### config.mk
export PLATFORM = sky130hd
export DESIGN_NAME = thread_fetch_unit
export DESIGN_NICKNAME = d
export VERILOG_FILES = /design/src/rtl/arya_pkg.sv /design/src/rtl/thread_fetch_unit_arbiter.sv /design/src/rtl/thread_fetch_unit.sv
export SDC_FILE = /design/constraint.sdc
export NUM_CORES = 1
export LEC_CHECK = 0
export BUFFER_PORTS_ARGS = -buffer_cell sky130_fd_sc_hd__buf_2
export CAP_MARGIN = 20
export CORE_ASPECT_RATIO = 0.7
export CORE_MARGIN = 2
export CORE_UTILIZATION = 48
export DETAILED_ROUTE_END_ITERATION = 16
export HOLD_SLACK_MARGIN = 0.12
export PLACE_DENSITY = 0.77
export REMOVE_ABC_BUFFERS = 1
export SLEW_MARGIN = 20
export SYNTH_ARGS = -nofsm -noshare
export SYNTH_HDL_FRONTEND = slang
export SYNTH_SLANG_ARGS = --single-unit
### constraint.sdc
create_clock -name clk -period 2.7 [get_ports clk]
set_clock_uncertainty 0.2 [all_clocks]
set_input_delay 0.675 -clock clk [delete_from_list [all_inputs] [get_ports clk]]
set_output_delay 0.675 -clock clk [all_outputs]
set_load 0.1 [all_outputs]
### src/rtl/arya_pkg.sv
// Shared definitions for the barrel-core front end: widths, fetch FSM encoding, NOP.
package arya_pkg;

  localparam int unsigned INST_WIDTH      = 32;
  localparam int unsigned INST_ADDR_WIDTH = 9;
  localparam int unsigned THREAD_BITS     = 2;
  localparam int unsigned NUM_THREADS     = 4;

  typedef enum logic [1:0] {
    FETCH_IDLE = 2'd0,
    FETCH_RUN  = 2'd1,
    FETCH_DONE = 2'd2
  } fetch_state_t;

  localparam logic [INST_WIDTH-1:0] NOP_INST = '0;

endpackage

### src/rtl/thread_fetch_unit_arbiter.sv
// Combinational round-robin thread picker: first eligible thread after last_issued.
module rr_thread_arbiter #(
  parameter int unsigned THREAD_BITS = arya_pkg::THREAD_BITS,
  parameter int unsigned NUM_THREADS = arya_pkg::NUM_THREADS
) (
  input  logic [NUM_THREADS-1:0] eligible,
  input  logic [THREAD_BITS-1:0] last_issued,
  output logic [THREAD_BITS-1:0] grant,
  output logic                   grant_valid
);
  import arya_pkg::*;

  // Thread ids wrap naturally in THREAD_BITS, so i == NUM_THREADS revisits last_issued.
  always_comb begin
    grant       = '0;
    grant_valid = 1'b0;
    for (int unsigned i = 1; i <= NUM_THREADS; i++) begin
      if (!grant_valid && eligible[THREAD_BITS'(last_issued + THREAD_BITS'(i))]) begin
        grant       = THREAD_BITS'(last_issued + THREAD_BITS'(i));
        grant_valid = 1'b1;
      end
    end
  end

endmodule

### src/rtl/thread_fetch_unit.sv
// Barrel-core fetch stage: per-thread PCs, round-robin issue, branch redirect, halt retirement.
// Optional FETCH_PERF_CNT_EN adds a saturating delivered-instruction counter (fetch_count_out).
module thread_fetch_unit #(
  parameter int unsigned INST_WIDTH      = arya_pkg::INST_WIDTH,
  parameter int unsigned INST_ADDR_WIDTH = arya_pkg::INST_ADDR_WIDTH,
  parameter int unsigned THREAD_BITS     = arya_pkg::THREAD_BITS,
  parameter int unsigned NUM_THREADS     = arya_pkg::NUM_THREADS
) (
  input  logic                       clk,
  input  logic                       reset,
  input  logic                       start_in,
  input  logic                       stall_in,
  input  logic [NUM_THREADS-1:0]     thread_done_in,
  input  logic                       branch_taken_in,
  input  logic [THREAD_BITS-1:0]     branch_thread_in,
  input  logic [INST_ADDR_WIDTH-1:0] branch_target_in,
  output logic [INST_ADDR_WIDTH-1:0] imem_addr_out,
  input  logic [INST_WIDTH-1:0]      imem_data_in,
  output logic [INST_WIDTH-1:0]      inst_out,
  output logic                       inst_valid_out,
  output logic [THREAD_BITS-1:0]     thread_id_out,
  output logic                       all_done_out
`ifdef FETCH_PERF_CNT_EN
  ,
  output logic [31:0]                fetch_count_out
`endif
);
  import arya_pkg::*;

  fetch_state_t               state, state_next;
  logic [INST_ADDR_WIDTH-1:0] pc [NUM_THREADS];
  logic [NUM_THREADS-1:0]     done_mask;
  logic [THREAD_BITS-1:0]     last_issued;
  logic [THREAD_BITS-1:0]     grant;
  logic                       grant_valid;
  logic                       fetch;
  logic                       branch_ok;
  logic                       squash;
  logic [INST_ADDR_WIDTH-1:0] addr_q;
  logic                       valid_q;
  logic [THREAD_BITS-1:0]     tid_q;

  rr_thread_arbiter #(
    .THREAD_BITS (THREAD_BITS),
    .NUM_THREADS (NUM_THREADS)
  ) u_arbiter (
    .eligible    (~done_mask),
    .last_issued (last_issued),
    .grant       (grant),
    .grant_valid (grant_valid)
  );

  always_ff @(posedge clk or posedge reset) begin
    if (reset) state <= FETCH_IDLE;
    else       state <= state_next;
  end

  always_comb begin
    state_next = state;
    case (state)
      FETCH_IDLE: if (start_in)     state_next = FETCH_RUN;
      FETCH_RUN:  if (!grant_valid) state_next = FETCH_DONE;
      FETCH_DONE: state_next = FETCH_DONE;
      default:    state_next = FETCH_IDLE;
    endcase
  end

  // A same-cycle branch on the thread being fetched makes that fetch stale, so it is squashed.
  always_comb begin
    fetch         = (state == FETCH_RUN) && grant_valid && !stall_in;
    branch_ok     = (state == FETCH_RUN) && branch_taken_in && !done_mask[branch_thread_in];
    squash        = branch_ok && (branch_thread_in == grant);
    imem_addr_out = fetch ? pc[grant] : addr_q;
  end

  always_ff @(posedge clk or posedge reset) begin
    if (reset) begin
      for (int unsigned t = 0; t < NUM_THREADS; t++)
        pc[t] <= INST_ADDR_WIDTH'(t << (INST_ADDR_WIDTH - THREAD_BITS));
      done_mask    <= '0;
      last_issued  <= THREAD_BITS'(NUM_THREADS - 1);
      addr_q       <= '0;
      valid_q      <= 1'b0;
      tid_q        <= '0;
      all_done_out <= 1'b0;
    end else begin
      if (state == FETCH_RUN) done_mask <= done_mask | thread_done_in;
      if (fetch) begin
        pc[grant]   <= pc[grant] + 1'b1;
        last_issued <= grant;
      end
      // Later assignment wins: a redirect overrides the same-cycle increment.
      if (branch_ok) pc[branch_thread_in] <= branch_target_in;
      addr_q <= imem_addr_out;
      if (state != FETCH_RUN) begin
        valid_q <= 1'b0;
      end else if (!stall_in) begin
        valid_q <= fetch && !squash;
        if (fetch) tid_q <= grant;
      end
      all_done_out <= (state == FETCH_DONE);
    end
  end

  always_comb begin
    inst_valid_out = valid_q;
    thread_id_out  = tid_q;
    inst_out       = valid_q ? imem_data_in : INST_WIDTH'(NOP_INST);
  end

`ifdef FETCH_PERF_CNT_EN
  always_ff @(posedge clk or posedge reset) begin
    if (reset)
      fetch_count_out <= '0;
    else if (fetch && !squash && (fetch_count_out != '1))
      fetch_count_out <= fetch_count_out + 1'b1;
  end
`endif

endmodule
Word level (Yosys, flattened, before mapping)
Cells that the tools add are included.
{ "totals": {"ff_bits": 57, "wordCells": 93} }
{ "classes": {"addsub": 4, "magnitude_cmp": 9, "n_eq_ne": 7, "muxes": 36, "bitwise_logic": 6, "reduce_logical": 20} }
{ "op_table": {"columns": ["operator", "n"], "rows": [
  ["bitwise mux 36 bit", 2],
  ["2-to-1 mux 36 bit", 2],
  ["2-to-1 mux 9 bit", 5],
  ["demux 9 bit (select 2 bit)", 2],
  ["2-to-1 mux 32 bit", 1],
  ["binary-select mux 9 bit (select 2 bit)", 1],
  ["< comparator 2 x 3 -> 1 bit (second input constant)", 5],
  ["2-to-1 mux 2 bit", 6],
  ["logical AND 1 bit", 11],
  ["2-to-1 mux 1 bit", 11],
  ["binary-select mux 1 bit (select 2 bit)", 5],
  ["adder 9 x 1 -> 9 bit (second input constant)", 1],
  ["greater-or-equal comparator 3 bit (second input constant)", 2],
  ["zero test 1 bit", 6],
  ["< comparator 3 x 1 -> 1 bit (second input constant)", 2],
  ["NOT 2 -> 3 bit", 2],
  ["one-hot mux 2 bit (3 select lines)", 1],
  ["adder 2 bit (second input constant)", 2],
  ["!= test 2 x 1 -> 1 bit (second input constant)", 2],
  ["!= test 2 bit (second input constant)", 2],
  ["NOT 4 bit", 1],
  ["OR 4 bit", 1],
  ["AND reduction 3 bit", 1],
  ["adder 2 x 1 -> 2 bit (second input constant)", 1],
  ["other kinds (6)", 7]
]} }

Longest topological paths before layout
{ "depth": {"ltp_word": 22, "ltp_mapped": 12, "mapped_depth_nobuf": 10} }

By module
Synthesis repeated with hierarchy kept, for this count alone.
{ "unflattened": {"cells_unflattened": 353, "area_unflattened_um2": 3293.2} }
{ "modules_own_cells": {"columns": ["module", "instances", "cells_each", "area_per_inst_um2", "seq_area_each_um2"], "rows": [
  ["thread_fetch_unit", 1, 339, 3201.8, 1433.9],
  ["rr_thread_arbiter", 1, 14, 91.3, 0.0]
]} }

Least setup slack after synthesis
OpenSTA, ideal clock, no wires.
{ "synth_timing": {"path_type": "register -> output", "from": "register last_issued[1]", "to": "output imem_addr_out[6]", "arrival_time_ns": 3.938, "required_ns": 1.825, "path_slack_ns": -2.113, "stages_incl_launch_ff": 9, "n_path_buf": 3, "path_cell_list": "dfstp_2 buf_6 mux2_4 o22ai_4 or2_1 buf_6 buf_2 o32ai_2 o21ai_0"} }
{ "synth_via": {"elab_chain_cells": 18, "word_cells_on_any_way": 32, "classes_between": "3 x add/sub; 20 x mux; 1 x bitwise; 8 x reduce/logical"} }
{ "synth_rtl": {"columns": ["item", "line_no", "source"], "rows": [
  ["start: declaration", "thread_fetch_unit.sv:33", "logic [THREAD_BITS-1:0] last_issued;"],
  ["start signal: assignment", "thread_fetch_unit.sv:81", "last_issued <= THREAD_BITS'(NUM_THREADS - 1);"],
  ["start signal: assignment", "thread_fetch_unit.sv:90", "last_issued <= grant;"],
  ["adder 2 x 1 -> 2 bit", "thread_fetch_unit_arbiter.sv:18, thread_fetch_unit_arbiter.sv:19", null],
  ["binary-select mux 1 bit (select 2 bit)", "thread_fetch_unit_arbiter.sv:18", "if (!grant_valid && eligible[THREAD_BITS'(last_issued + THREAD_BITS'(i))]) begin"],
  ["2-to-1 mux 1 bit (implied by the code)", "thread_fetch_unit_arbiter.sv:18", null],
  ["2-to-1 mux 1 bit", "thread_fetch_unit_arbiter.sv:18", null],
  ["zero test 1 bit", "thread_fetch_unit_arbiter.sv:18", null],
  ["logical AND 1 bit", "thread_fetch_unit_arbiter.sv:18", null],
  ["2-to-1 mux 1 bit", "thread_fetch_unit_arbiter.sv:18", null],
  ["zero test 1 bit", "thread_fetch_unit_arbiter.sv:18", null],
  ["logical AND 1 bit", "thread_fetch_unit_arbiter.sv:18", null],
  ["2-to-1 mux 1 bit", "thread_fetch_unit_arbiter.sv:18", null],
  ["zero test 1 bit", "thread_fetch_unit_arbiter.sv:18", null],
  ["logical AND 1 bit", "thread_fetch_unit_arbiter.sv:18", null],
  ["2-to-1 mux 2 bit", "thread_fetch_unit_arbiter.sv:18", null],
  ["NOT 2 -> 3 bit (implied by the code)", "thread_fetch_unit.sv:73", "imem_addr_out = fetch ? pc[grant] : addr_q;"],
  ["binary-select mux 9 bit (select 2 bit)", "thread_fetch_unit.sv:73", null],
  ["2-to-1 mux 9 bit (implied by the code) (2 in series)", "thread_fetch_unit.sv:73", null],
  ["2-to-1 mux 9 bit (*)", "thread_fetch_unit.sv:73", null],
  ["end: declaration", "thread_fetch_unit.sv:17", "output logic [INST_ADDR_WIDTH-1:0] imem_addr_out,"]
]} }
Mark *: on every way between the ends. The rest lies on a longest branch, timed or not. The select of a mux whose other input is x is not followed.

Worst setup path in the final report
{ "layout_timing": {"from": "register last_issued[1]", "to": "output imem_addr_out[0]"} }
Same word-level chain as after synthesis.

==> run metrics <==
outcome finished with violations; violated checks negative setup slack; Synthesis Warnings 0; crit path kind flip-flop to primary output; worst hold path type primary input to async pin; most common cell in the synthesized netlist nand2_1; H-Tree Depth 3; Core ar. 7220 sq um; hold buffers post-CTS 0; # diodes 0; worst-margin pin slew 540 ps; total track usage 31.9%; Int Pwr 3.80 mW; post-DR wirelength/cell 20.3 um; Synth top area share 35.9%; Hold Violations, Final 0; Bufs on Longest Clock Path 2; io pins 97; CTS Buf Count 9; Total Power 6.99 mW; switch share 45.6%; I/O Buffers 96; first-pass GRT wire length 19.9 mm; share of cells above drive strength 1 46.0%; register clock-pin slew on the reported worst setup and hold paths 70 ps; crit path DAT 2490 ps; slowest stage delay, CP 600 ps; global placement routability congestion 0.951; setup violators final 38; Final Util 74.5%; Avg Inst Size Synth 8.82 sq um; top_reg_cell synth dfrtp_1; Critical Path Start Type flip-flop; num rows 26; critical path's slowest cell dfstp_2; Skew-Pair Late Insertion Delay 360 ps; grt ovf 0; Antenna Nets Post-Route 0; Async SR Flop Fraction 100%; Clk pwr share 14.2%; nets@finish 612; P_leak 2.45 nW; crit-path max FO 26; synth unique cells 52; total number of vias 3,991; Sink Count 57; PnR worst setup slack -666 ps; Slew Viols, Final 0; Post-synth EDFFs 0; PwrDens 1300 nW/um^2; # placed instances 626; power share of the combinational group 64.5%; Post-Syn Area 3560 sq um; crit end category primary output; DIE AREA 8120 sq um; dominant cells by area after synthesis dfrtp_1, and2_1, nand2_1; FMAX 297 MHz; cell taking the most area after synthesis dfrtp_1; Place WS -332 ps; DRC 0; initial antenna violation count 1; Die Width 107 um; non-filler instance count after layout 659; Seq pwr share 21.2%; vias in the first global route 3,958; Tmin final 3370 ps; RSZ-0062 raised after global routing true; CTS tree done; drt total wl 13.4 mm; Layout area overhead 51.3%; DR pass1 iterations 5; Max-cap violations 0; slew margin rel. 64.0%; sw power 3.19 mW; sequential element share of the synthesized area 40.3%; most used cell, CP buf_12; DIE HEIGHT 76.0 um; clock tree root driver cell clkbuf_8; drt via density 6.06; Starting Density 49.2%; DP Wirelength 8.50 mm; period utilization 125%; VDD IR max 971 uV; Cells after Synth 403; synth cell count leaders nand2_1, dfrtp_1, and2_1, a21oi_1; largest net degree at the start of global routing 35; flops & latches, synth 57; DRT iter0 DRCs 419; reg2reg path depth 11; CP Cell Sequence nor2b_4 -> o31a_1 -> buf_12 -> a21boi_2 -> o32a_1 -> mux2_4 -> buf_12; CP Data Required Time 1820 ps
-- power groups by stage --
stage	clock, mW	combinational, mW	sequential [mW]
floorplan	0	2.03	1.56
global placement	0	3.37	1.44
detailed placement	0	3.46	1.46
CTS	0.999	4.03	1.46
global route	1.03	4.72	1.51
finish	0.996	4.51	1.49
-- through the flow --
stage	hold slack, ps	setup TNS, ps	instance area [sq um]
3_3_place_gp	274	-3610	4640
2_1_floorplan	279	-47060	3450
3_5_place_dp	274	-6090	4640
6_report	138	-13430	5380
5_1_grt	195	-16910	5380
4_1_cts	150	-9050	5200
-- cell usage in the layout, fill, tap and decap left out, drive strengths merged, types with 3 or more instances in the layout --
master / instances
nand3: 11
o211ai: 10
mux2: 7
a21oi: 27
or3: 4
o32ai: 14
a21o: 6
o32a: 3
xnor2: 5
a31o: 3
and3: 10
dfstp: 6
nor2b: 3
nor2: 23
dfrtp: 51
a21boi: 17
inv: 13
nand2: 52
bufinv: 3
clkbuf: 9
a31oi: 7
buf: 164
nor3: 13
o21ai: 37
ha: 4
and2: 33
-- timing repair --
item | in CTS | in global routing
endpoints found under the hold margin | 0 | 0
resized for setup | 54 | 32
cloned | 0 | 1
setup buffers | 12 | 5
endpoints found under the setup margin | 43 | 44
pin swaps | 9 | 26
-- path summary, 6_finish.rpt --
| kind | start | end | slack [ps] |
|---|---|---|---|
| max | last_issued[1] | imem_addr_out[0] | -670 |
| min | reset | thread_id_out[0] | 140 |
| max reg2reg | done_mask[3] | pc[15] | -360 |
| min reg2reg | thread_id_out[1] | thread_id_out[1] | 290 |
| max in group asynchronous | reset | last_issued[0] | 1510 |
| min in group clk | thread_id_out[1] | thread_id_out[1] | 290 |
-- worst max-delay path, delay by kind of cell, from the launching register on --
kind	cells	cell delay [ps]
compound gates	3	660
flops	1	600
buf+inv	2	350
mux	1	310
simple gates	1	190
-- area by class of cell --
type | instances | area [sq um]
flip-flops and latches | 57 | 1440
multi-input cells | 311 | 2290
repair buffers | 164 | 1240
well taps | 98 | 123
fillers | 510 | 1840
clock buffers | 9 | 124
clock inverters | 7 | 119
inverters | 13 | 48.8
-- cell families (layout without fill, tap and decap cells) --
| family | Yosys count | in the layout | synth area share [%] |
|---|---|---|---|
| mux | 7 | 7 | 2.32 |
| xor+xnor | 7 | 7 | 1.72 |
| buf+inv | 36 | 193 | 4.43 |
| fa+ha+maj | 4 | 4 | 1.41 |
| simple gates | 160 | 161 | 23.1 |
| flops | 57 | 57 | 40.3 |
| compound gates | 132 | 132 | 26.7 |
-- registers in the layout, indices dropped and copies added (netlist names) --
| signal | count |
|---|---|
| done_mask | 4 |
| inst_valid_out | 1 |
| all_done_out | 1 |
| last_issued | 2 |
| state | 2 |
| pc | 36 |
| thread_id_out | 2 |
| addr_q | 9 |
-- layer usage --
layer  GRT usage [%]  up-vias  share of wire (%)
met5               0        -              0.090
met4            16.5        2                3.5
met3            8.04       57                 10
met2            48.7      259                 48
met1            41.9     1914                 39
li1                -     1759                  -
Note: power is estimated with default switching activity, not from simulation.
